### src/rtl/pc_sequencer.sv
// rtl/pc_sequencer.sv - fetch-stage program counter: increment, branch redirect, stall, halt/resume, fetch handshake
// Optional feature macro: PC_LIMIT_WRAP_EN (sequential fetch wraps to RESET_VECTOR at PC_LIMIT)
module pc_sequencer #(
    parameter int unsigned          PC_WIDTH     = 64,
    parameter logic [PC_WIDTH-1:0]  RESET_VECTOR = '0,
    parameter int unsigned          INSTR_BYTES  = 4,
    parameter int unsigned          CNT_WIDTH    = 16,
    parameter int unsigned          PC_LIMIT     = 16
) (
    input  logic                 clk,
    input  logic                 reset,
    input  logic                 stall,
    input  logic                 fetch_ready,
    input  logic                 branch_taken,
    input  logic [PC_WIDTH-1:0]  branch_target,
    input  logic                 halt_req,
    input  logic                 resume,
    output logic [PC_WIDTH-1:0]  pc_out,
    output logic                 pc_valid,
    output logic [PC_WIDTH-1:0]  pc_seq,
    output logic [PC_WIDTH-1:0]  pc_prev,
    output logic                 halted,
    output logic                 misalign_err,
    output logic [CNT_WIDTH-1:0] redirect_cnt
);

    typedef enum logic [1:0] {
        ST_BOOT = 2'd0,
        ST_RUN  = 2'd1,
        ST_HALT = 2'd2
    } state_t;

`ifdef PC_LIMIT_WRAP_EN
    localparam bit WRAP_EN = 1'b1;
`else
    localparam bit WRAP_EN = 1'b0;
`endif

    localparam logic [PC_WIDTH-1:0] STEP      = PC_WIDTH'(INSTR_BYTES);
    localparam logic [PC_WIDTH-1:0] LOW_MASK  = PC_WIDTH'(INSTR_BYTES - 1);
    localparam logic [PC_WIDTH-1:0] LIMIT_VAL = PC_WIDTH'(PC_LIMIT);

    state_t                 state;
    logic [PC_WIDTH-1:0]    next_seq;
    logic [PC_WIDTH-1:0]    aligned_target;
    logic                   target_misaligned;
    logic [CNT_WIDTH-1:0]   cnt_next;
    logic                   take_branch;

    assign pc_seq = pc_out + STEP;

    always_comb begin
        next_seq          = pc_seq;
        // WRAP_EN folds to a constant, so the limit compare vanishes in the default build
        if (WRAP_EN && (pc_seq >= LIMIT_VAL)) begin
            next_seq = RESET_VECTOR;
        end
        aligned_target    = branch_target & ~LOW_MASK;
        target_misaligned = |(branch_target & LOW_MASK);
        cnt_next          = (&redirect_cnt) ? redirect_cnt : redirect_cnt + CNT_WIDTH'(1);
        take_branch       = branch_taken && (state != ST_BOOT);
    end

    always_ff @(posedge clk) begin
        if (reset) begin
            state        <= ST_BOOT;
            pc_out       <= RESET_VECTOR;
            pc_prev      <= '0;
            pc_valid     <= 1'b0;
            halted       <= 1'b0;
            misalign_err <= 1'b0;
            redirect_cnt <= '0;
        end else if (take_branch) begin
            // a redirect cancels any pending fetch and leaves HALT as well
            state        <= ST_RUN;
            pc_out       <= aligned_target;
            pc_prev      <= pc_out;
            pc_valid     <= 1'b1;
            halted       <= 1'b0;
            redirect_cnt <= cnt_next;
            if (target_misaligned) begin
                misalign_err <= 1'b1;
            end
        end else begin
            case (state)
                ST_BOOT: begin
                    state    <= ST_RUN;
                    pc_valid <= 1'b1;
                end
                ST_RUN: begin
                    if (halt_req) begin
                        state    <= ST_HALT;
                        pc_valid <= 1'b0;
                        halted   <= 1'b1;
                    end else if (!stall && fetch_ready) begin
                        pc_out  <= next_seq;
                        pc_prev <= pc_out;
                    end
                end
                ST_HALT: begin
                    if (resume) begin
                        state    <= ST_RUN;
                        pc_valid <= 1'b1;
                        halted   <= 1'b0;
                    end
                end
                default: begin
                    state    <= ST_BOOT;
                    pc_valid <= 1'b0;
                    halted   <= 1'b0;
                end
            endcase
        end
    end

endmodule
### config.mk
export PLATFORM = sky130hd
export DESIGN_NAME = pc_sequencer
export DESIGN_NICKNAME = d
export VERILOG_FILES = /design/src/rtl/pc_sequencer.sv
export SDC_FILE = /design/constraint.sdc
export NUM_CORES = 1
export LEC_CHECK = 0
export ABC_CLOCK_PERIOD_IN_PS = 2400
export BUFFER_PORTS_ARGS = -buffer_cell sky130_fd_sc_hd__buf_2
export CAP_MARGIN = 20
export CELL_PAD_IN_SITES_DETAIL_PLACEMENT = 0
export CELL_PAD_IN_SITES_GLOBAL_PLACEMENT = 1
export CORE_MARGIN = 2
export CORE_UTILIZATION = 32
export CTS_CLUSTER_SIZE = 20
export DETAILED_ROUTE_END_ITERATION = 8
export PLACE_DENSITY_LB_ADDON = 0.1
export RECOVER_POWER = 25
export SYNTH_ARGS = -nofsm -noshare
export SYNTH_HDL_FRONTEND = slang
export SYNTH_SLANG_ARGS = --single-unit
### constraint.sdc
create_clock -name clk -period 2.4 [get_ports clk]
set_input_delay 0.6 -clock clk [delete_from_list [all_inputs] [get_ports clk]]
set_output_delay 0.6 -clock clk [all_outputs]
set_load 0.01 [all_outputs]
After elaboration in Yosys (flattened, before gate mapping) --
Cells that the tools add are included.
Operators by class: divide/modulo/power cells 0, bitwise operators 3, $mul 0, magnitude comparators 0, add/sub/neg operators 2, multiplexer cells 19, eq/ne operators 7, reduce and logical (&&, ||, !) cells 17, shift operators 0
Operator list (number):
- $mux W64 | 8
- $add A64 B3 Y64 const B | 1
- $add A16 B1 Y16 const B | 1
- $reduce_and A16 Y1 | 1
- $reduce_and A3 Y1 | 3
- $reduce_and A2 Y1 | 4
- $mux W1 | 6
- $ne A3 B3 Y1 const B | 2
- $pmux W1 S3 | 2
- $pmux W2 S3 | 1
- $reduce_bool A2 Y1 | 3
- $mux W2 | 2
- $ne A2 B2 Y1 const B | 2
- $reduce_or A2 Y1 | 2
- $not A1 Y1 | 3
- $eq A2 B1 Y1 const B | 1
- $eq A2 B2 Y1 const B | 1
- $logic_and A1 B1 Y1 | 2
- $logic_not A2 Y1 | 1
- $ne A2 B1 Y1 const B | 1
- $logic_not A1 Y1 | 1
Word-level totals: output and inout bits 211, bits in writable memories 0, word-level logic and storage cells 57, bits in registers 149, bits in read-only memories 0, input port bits 71, bits in latches 0, memories kept 0

Longest topological paths before layout --
Gate-level depths: netlist (run 1).
depth after elaboration 6, mapped depth 9, gate-level depth less buffers 6

Worst setup path before layout (run 1) --
OpenSTA, ideal clock, no wires.
path type register to output, start register pc_out[4], end output port pc_seq[39], stages on the path, launching flop included 8, data arrival time 2.215 ns, setup slack -0.415 ns, buffers on the path 2, required time 1.800 ns, path through dfxtp_1 clkbuf_1 nand3_1 or4_1 buf_2 nor3_1 and3_1 xor2_1
On the way: cells in the longest elaborated chain, start to end 1
RTL lines:
- from (decl) | RTL line 18 | output logic [PC_WIDTH-1:0] pc_out,
- from (signal assigned) | RTL line 76 | pc_out <= aligned_target;
- from (signal assigned) | RTL line 96 | pc_out <= next_seq;
- $add A64 B3 Y64 | RTL line 50 | assign pc_seq = pc_out + STEP;
- to (decl) | RTL line 20 | output logic [PC_WIDTH-1:0] pc_seq,
No other way between the ends.

Worst setup path in the final report (run 1) --
start register pc_out[37], end output port pc_seq[60]
Same word-level chain as after synthesis.

==> results by group, run 1 <==
Global route
  • Antenna violations before repair: 5
  • Global route overflow: 0
  • Vias in the first global route: 9,318
  • Largest net degree at the start of global routing: 68
  • Tot GR Track Use: 25.5%
  • Global-route wire length before repair: 52.1 mm

Setup path
  • Max FO, Critical Path: 4
  • Setup CP Type: flip-flop to output port
  • Worst Path Required: 1.80 ns
  • CP Capture Type: output port
  • CP arrival: 2.45 ns
  • Critical Path Source Type: flip-flop

Synth
  • Syn Std Cell Area: 8020 µm²
  • Seq cells post-synth: 145
  • Ys flop type: dfxtp_1
  • Post-synth top area share: 36.2%
  • YS warnings: 0
  • Yosys top cell by area: dfxtp_1
  • Complex-gate fraction of the synthesized area: 14.7%
  • Seq/Total Area, Yosys: 36.2%
  • Post-synthesis mux area share: 0.125%
  • Largest family of logic cells by synthesized area: simple AND/OR/NAND/NOR gates
  • FFs w/ async S/R, synth: 0%
  • Post-Synthesis Cells: 1,067
  • Synth area leaders: dfxtp_1, nand2_1, xnor2_1, a21oi_1, xor2_1
  • Post-Synth XOR/XNOR Area: 11.2%
  • Syn avg cell area: 7.52 µm²
  • Distinct cell type count after synthesis: 54
  • Post-Synth Adder-Cell Area: 0.312%
  • EDFF count, synth: 0
  • Post-Synth Simple-Gate Area: 31.4%

Placement
  • Final Wtd Congestion: 0.887
  • Hpwl dp: 25.1 mm
  • Area post-placement: 11,300 µm²
  • Port Buffers: 275

Floorplanning
  • Die Width: 162 µm
  • Core ar.: 24,500 µm²
  • Io pins: 282
  • Cell Rows: 57
  • Initial Util: 32.8%
  • DIE AREA: 26,300 µm²
  • Chip Height: 162 µm

Detailed routing
  • Antenna-violating nets left: 0
  • Total Wirelength: 34.4 mm
  • Post-route DRC: 0
  • First-pass iteration count of the detailed router: 5
  • DR vias/cell: 5.18
  • DR iter-0 viols: 556
  • Avg WL per Cell: 18.4 µm
  • Via count: 9,699

Clocking
  • Clock-pin slew on the worst setup and hold paths: 0.07 ns
  • Worst-skew pair later-pin latency: 0.43 ns
  • CTS Buf Count: 17
  • CTS sink cnt: 145
  • CTS Buffer Depth: 2
  • CTS root buffer: clkbuf_16
  • Hold-fix buffer count after cts: 0
  • TritonCTS clock tree: done
  • Max H-tree Level: 4

Job
  • Max-Cap Viols: 1

Power and ir drop
  • Power per cell area: 498 nW/µm²
  • Peak VDD IR: 0.408 mV
  • Static Leak: 5.76 nW
  • Power, Total: 6.61 mW

Timing
  • Final period util: 127%
  • Final hold vios: 0
  • Final setup fails: 56
  • Slew @ Worst Pin: 1.49 ns
  • Worst Skew: 0.0113 ns
  • Max-slew violation count: 0
  • Unrepaired setup endpoints after global routing: true
  • Setup TNS: -20.64 ns
  • Final setup margin: -0.646 ns
  • Worst relative slew slack: 0.720%
  • Hold slack: 0.420 ns
  • Fmax: 0.328 GHz
  • Fin crit period: 3.05 ns

Outcome
  • Outcome: finished, violations left
  • Failing checks: capacitance limit, setup timing

Cells and area
  • Layout overhead on the synthesized area: 65.5%
  • Final core occ: 54.3%
  • Filler instances: 2,404
  • Layout cells sized above 1: 43.6%
  • Final net count: 1,605
  • Final instance area: 13,300 µm²

Worst hold path
  • Min-Delay Path Class: input pin to flip-flop
==> report_power, final <==
| part | switching, mW | internal (mW) | leakage, nW |
|---|---|---|---|
| clock network | 1.20 | 1.48 | 0.265 |
| logic | 0.739 | 0.561 | 4.30 |
| registers | 0.102 | 2.54 | 1.20 |
| total | 2.04 | 4.58 | 5.76 |
==> cell type report <==
cell class | instances | area [µm²] | area share, %
tap | 324 | 405 | 3.05
antenna | 3 | 7.51 | 0.0565
multi-input combinational | 811 | 5650 | 42.6
clock inverter | 12 | 121 | 0.914
sequential | 145 | 2960 | 22.3
clock buffer | 20 | 447 | 3.36
timing repair buffer | 545 | 3640 | 27.4
inverter | 12 | 45.0 | 0.339
==> kinds of logic (layout without fill, tap and decap cells) <==
family                   after synthesis  after routing
AO/OA/AOI/OAI                        201            201
XOR/XNOR                             103            103
adder cells (fa/ha/maj)                2              2
buffers and inverters                116            589
flip-flops                           145            145
multiplexers                           1              1
other                                  1              9
AND/OR/NAND/NOR                      498            498
==> cell usage in the layout (no fill, tap or decap), types with 6 or more instances in the layout <==
master / netlist / layout
buf_4: 10 / 211
buf_2: 5 / 205
nand2_1: 166 / 157
dfxtp_1: 145 / 113
a21oi_1: 84 / 84
clkbuf_1: 83 / 66
buf_6: 0 / 54
nor2_1: 79 / 52
o21ai_0: 49 / 49
xor2_1: 48 / 42
nand4_1: 41 / 41
xnor2_1: 55 / 38
nand3_1: 53 / 37
nor2_4: 0 / 26
dfxtp_2: 0 / 25
nor3_1: 39 / 23
or3_1: 23 / 22
clkbuf_16: 0 / 17
xnor2_2: 0 / 16
a211oi_1: 16 / 16
a31oi_1: 15 / 15
and3_1: 16 / 14
nand3_4: 0 / 13
nor3_4: 0 / 13
or4_1: 17 / 13
inv_1: 12 / 12
o31ai_1: 11 / 11
nor4_1: 20 / 11
nor4_4: 0 / 10
and4_1: 13 / 8
a311oi_1: 8 / 8
nand2_2: 1 / 7
dfxtp_4: 0 / 7
buf_12: 0 / 7
and2_1: 8 / 6
or4_4: 2 / 6
conb_1: 1 / 6
inv_6: 0 / 6
==> metrics by stage <==
step	instances	setup slack, ns
floorplan	1072	-0.210
global placement	1778	-0.466
detailed placement	1778	-0.332
CTS	1846	-0.657
global route	1870	-0.711
finish	1872	-0.646
==> critical path: stages (launching register included) <==
cell	delay, ns
dfxtp_4	0.37
nand4_4	0.11
or4_4	0.56
or4_4	0.56
nor2_4	0.13
xor2_2	0.14
buf_2	0.14
==> flip-flops by register name, summed over array words and instances (netlist names) <==
register,count
pc_out,62
pc_prev,62
redirect_cnt,16
state,2
halted,1
misalign_err,1
pc_valid,1
==> worst paths after layout <==
kind | to | cells after the start | slack [ns] | start
max | pc_seq[60] | 6 | -0.65 | pc_out[37]
min | pc_out[55] | 3 | 0.42 | branch_target[55]
max reg2reg | pc_out[62] | 10 | -0.04 | pc_out[37]
min reg2reg | pc_prev[24] | 2 | 0.45 | pc_prev[24]
==> cell usage after synthesis (17+ instances only) <==
master    number
nand2_1      166
dfxtp_1      145
a21oi_1       84
clkbuf_1      83
nor2_1        79
xnor2_1       55
nand3_1       53
o21ai_0       49
xor2_1        48
nand4_1       41
nor3_1        39
or3_1         23
nor4_1        20
or4_1         17
==> per-layer routing <==
layer	vias to the layer above	routed length (µm)	global-route usage, %
li1	4684	-	-
met1	4629	15000	33.1
met2	331	16100	41.8
met3	51	2360	5.75
met4	4	867	8.33
met5	-	26	0
==> repair_timing <==
| item | in CTS | in global routing |
|---|---|---|
| pin swaps | 67 | 42 |
| buffers inserted | 38 | 30 |
| gates resized for setup | 174 | 68 |
| setup endpoints to repair | 59 | 66 |
Power figures use the tool's default switching activity.
==> run 2, diff against run 1 <==
--- a/config.mk
+++ b/config.mk
@@ -5,13 +5,13 @@
 export SDC_FILE = /design/constraint.sdc
 export NUM_CORES = 1
 export LEC_CHECK = 0
-export ABC_CLOCK_PERIOD_IN_PS = 2400
+export ABC_CLOCK_PERIOD_IN_PS = 2700
 export BUFFER_PORTS_ARGS = -buffer_cell sky130_fd_sc_hd__buf_2
 export CAP_MARGIN = 20
-export CELL_PAD_IN_SITES_DETAIL_PLACEMENT = 0
-export CELL_PAD_IN_SITES_GLOBAL_PLACEMENT = 1
+export CELL_PAD_IN_SITES_DETAIL_PLACEMENT = 1
+export CELL_PAD_IN_SITES_GLOBAL_PLACEMENT = 2
 export CORE_MARGIN = 2
-export CORE_UTILIZATION = 32
+export CORE_UTILIZATION = 25
 export CTS_CLUSTER_SIZE = 20
 export DETAILED_ROUTE_END_ITERATION = 8
 export PLACE_DENSITY_LB_ADDON = 0.1
==> constraint.sdc (replaced) <==
create_clock -name clk -period 2.7 [get_ports clk]
set_input_delay 0.675 -clock clk [delete_from_list [all_inputs] [get_ports clk]]
set_output_delay 0.675 -clock clk [all_outputs]
set_load 0.01 [all_outputs]
==> run 2 against run 1 <==
Effect of this change: the run ends with setup timing left; largest cell class unchanged; clock-buffer cell count stayed put; design area is 4.9% lower; non-clock buffer count is 52 lower; critical path depth stayed put; power is 10% lower; sequential cell count stayed put; register-to-register slack better by 0.14 ns; first-iteration DRC count is 35% lower; global-route usage is 2.8 points lower; die area is 27% higher; clock power is 7.5% lower; highest routed layer unchanged; worst hold slack better by 0.028 ns.
==> results by group, run 2 (synthesis results as in run 1) <==
Detailed routing
  • Total Wirelength: 38.6 mm (+12%)
  • Via count: 9,496 (-2.1%)
  • DR iter-0 viols: 363 (-35%)
  • First-pass iteration count of the detailed router: 4 (-1)
  • DR vias/cell: 5.01 (-3.4%)
  • Post-route DRC: 0 (unchanged)
  • Antenna-violating nets left: 0 (unchanged)
  • Avg WL per Cell: 20.3 µm (+11%)

Job
  • Max-Cap Viols: 0 (-1)

Floorplanning
  • Cell Rows: 65 (+14%)
  • Initial Util: 25.4% (-7.4 points)
  • Chip Height: 183 µm (+13%)
  • Core ar.: 31,600 µm² (+29%)
  • Die Width: 183 µm (+13%)
  • Io pins: 282 (unchanged)
  • DIE AREA: 33,500 µm² (+27%)

Clocking
  • Clock-pin slew on the worst setup and hold paths: 0.07 ns (about the same)
  • CTS root buffer: clkbuf_16
  • CTS Buffer Depth: 2 (unchanged)
  • CTS Buf Count: 17 (unchanged)
  • Max H-tree Level: 4 (unchanged)
  • TritonCTS clock tree: done
  • CTS sink cnt: 145 (unchanged)
  • Worst-skew pair later-pin latency: 0.44 ns (about the same)

Power and ir drop
  • Power per cell area: 471 nW/µm² (-5.5%)
  • Static Leak: 5.35 nW (-7.2%)
  • Peak VDD IR: 0.406 mV (-0.45%)
  • Power, Total: 5.94 mW (-10%)

Global route
  • Largest net degree at the start of global routing: 105 (+54%)
  • Global-route wire length before repair: 58.1 mm (+11%)
  • Vias in the first global route: 9,831 (+5.5%)
  • Antenna violations before repair: 6 (+1)
  • Tot GR Track Use: 22.6% (-2.8 points)
  • Global route overflow: 0 (unchanged)

Placement
  • Area post-placement: 11,000 µm² (-2.8%)
  • Final Wtd Congestion: 0.848 (-4.3%)
  • Port Buffers: 275 (unchanged)
  • Hpwl dp: 28.4 mm (+13%)
  • DP Cell Count: 1,816 (+2.1%)

Setup path
  • Critical path origin: pc_out[36]
  • R2R depth: 9 (-1)
  • Setup CP Type: flip-flop to output port
  • Reg2reg setup slack: 0.10 ns (+0.14 ns)
  • CP arrival: 2.41 ns (-0.04 ns)
  • Critical Path Source Type: flip-flop
  • Max FO, Critical Path: 4 (unchanged)
  • Worst setup path end: pc_seq[56]
  • R2R Path Start: pc_out[12]
  • Worst Path Required: 2.03 ns (+0.23 ns)
  • CP Capture Type: output port
  • R2R Path End: pc_out[31]

Cells and area
  • Register area: 2960 µm² (about the same)
  • Final core occ: 40.0% (-14 points)
  • Filler instances: 3,882 (+61%)
  • Top Registers: pc_out: 62 flops, pc_prev: 62 flops, redirect_cnt: 16 flops
  • Area of the multi-input gates: 5330 µm² (-5.8%)
  • Layout cells sized above 1: 39.1% (-4.4 points)
  • Leading cell types in the layout, fill and taps excluded: buf_2, buf_4, nand2_1
  • Commonest non-fill, non-tap cell in the layout: buf_2
  • Layout overhead on the synthesized area: 57.5%
  • Final instance area: 12,600 µm² (-4.9%)
  • Layout Cells excl Fill: 1,897 (+1.3%)
  • Final net count: 1,553 (-3.2%)

Timing
  • Final hold vios: 0 (unchanged)
  • Max-slew violation count: 0 (unchanged)
  • Unrepaired setup endpoints after global routing: true
  • Final period util: 114%
  • Hold slack: 0.449 ns (+0.0283 ns)
  • Slew @ Worst Pin: 1.35 ns (-0.143 ns)
  • Final setup fails: 47 (-16%)
  • Fin crit period: 3.08 ns
  • Final setup margin: -0.381 ns (+0.265 ns)
  • Fmax: 0.325 GHz
  • Worst Skew: 0.00836 ns (-0.00293 ns)
  • Worst relative slew slack: 10.3% (+9.5 points)

Outcome
  • Failing checks: setup timing
  • Outcome: finished, violations left

Worst hold path
  • Min-Delay Path Class: flip-flop to flip-flop
run 2: changes by cell type in the layout (fill, tap and decap cells not counted), moves of 6 or more:
| cell | change |
|---|---|
| buf_4 | -31 |
| buf_6 | -24 |
| nor2_4 | -11 |
| nor2_1 | +10 |
| inv_6 | -6 |
| nand2_1 | +6 |
| nand3_4 | -6 |
run 2: final cells by class:
type / count / share of cell area, %
Multi-Input combinational cell: 811 / 42.2
Timing Repair Buffer: 493 / 25.3
Sequential cell: 145 / 23.4
Tap cell: 402 / 3.98
Clock buffer: 20 / 3.69
Clock inverter: 12 / 1.06
Inverter: 12 / 0.357
Antenna cell: 2 / 0.0396
run 2: worst min-delay path by stage:
stage | startpoint | end | cells after the start
2_1_floorplan | misalign_err | misalign_err | 2
3_3_place_gp | misalign_err | misalign_err | 2
3_5_place_dp | misalign_err | misalign_err | 2
4_1_cts | branch_target[51] | pc_out[51] | 3
5_1_grt | branch_target[51] | pc_out[51] | 3
6_report | misalign_err | misalign_err | 2
run 2: power by group:
group	internal (mW)	switching, mW	total, mW
clock	1.43	1.04	2.47
sequential	2.26	0.0995	2.36
combinational	0.467	0.650	1.12
total	4.16	1.79	5.94
run 2: timing repair:
item / in CTS / in global routing
cloned: 0 / 1
pin swaps: 30 / 54
endpoints found under the setup margin: 54 / 54
hold buffers: 0 / 0
resized for setup: 105 / 82
buffers inserted: 30 / 25
run 2: layer usage:
metal | vias up | part of all wire, % | global-route usage [%]
li1 | 4579 | - | -
met1 | 4633 | 45 | 28.8
met2 | 230 | 48 | 38.3
met3 | 46 | 5.3 | 5.08
met4 | 8 | 2.2 | 6.53
met5 | - | 0.16 | 0
run 2: critical path, cell delays in order, from the launching register on:
cell and delay (ns):
dfxtp_4 0.38, nand4_4 0.12, or4_4 0.58, or4_4 0.47
nor2_4 0.10, xor2_1 0.15, buf_2 0.16
run 2: through the flow:
stage	setup WS [ns]	setup TNS, ns
after floorplan	0.00153	0
after global placement	-0.148	-0.597
after detailed placement	-0.226	-2.31
after CTS	-0.476	-13.82
after global routing	-0.511	-17.32
final	-0.381	-10.84
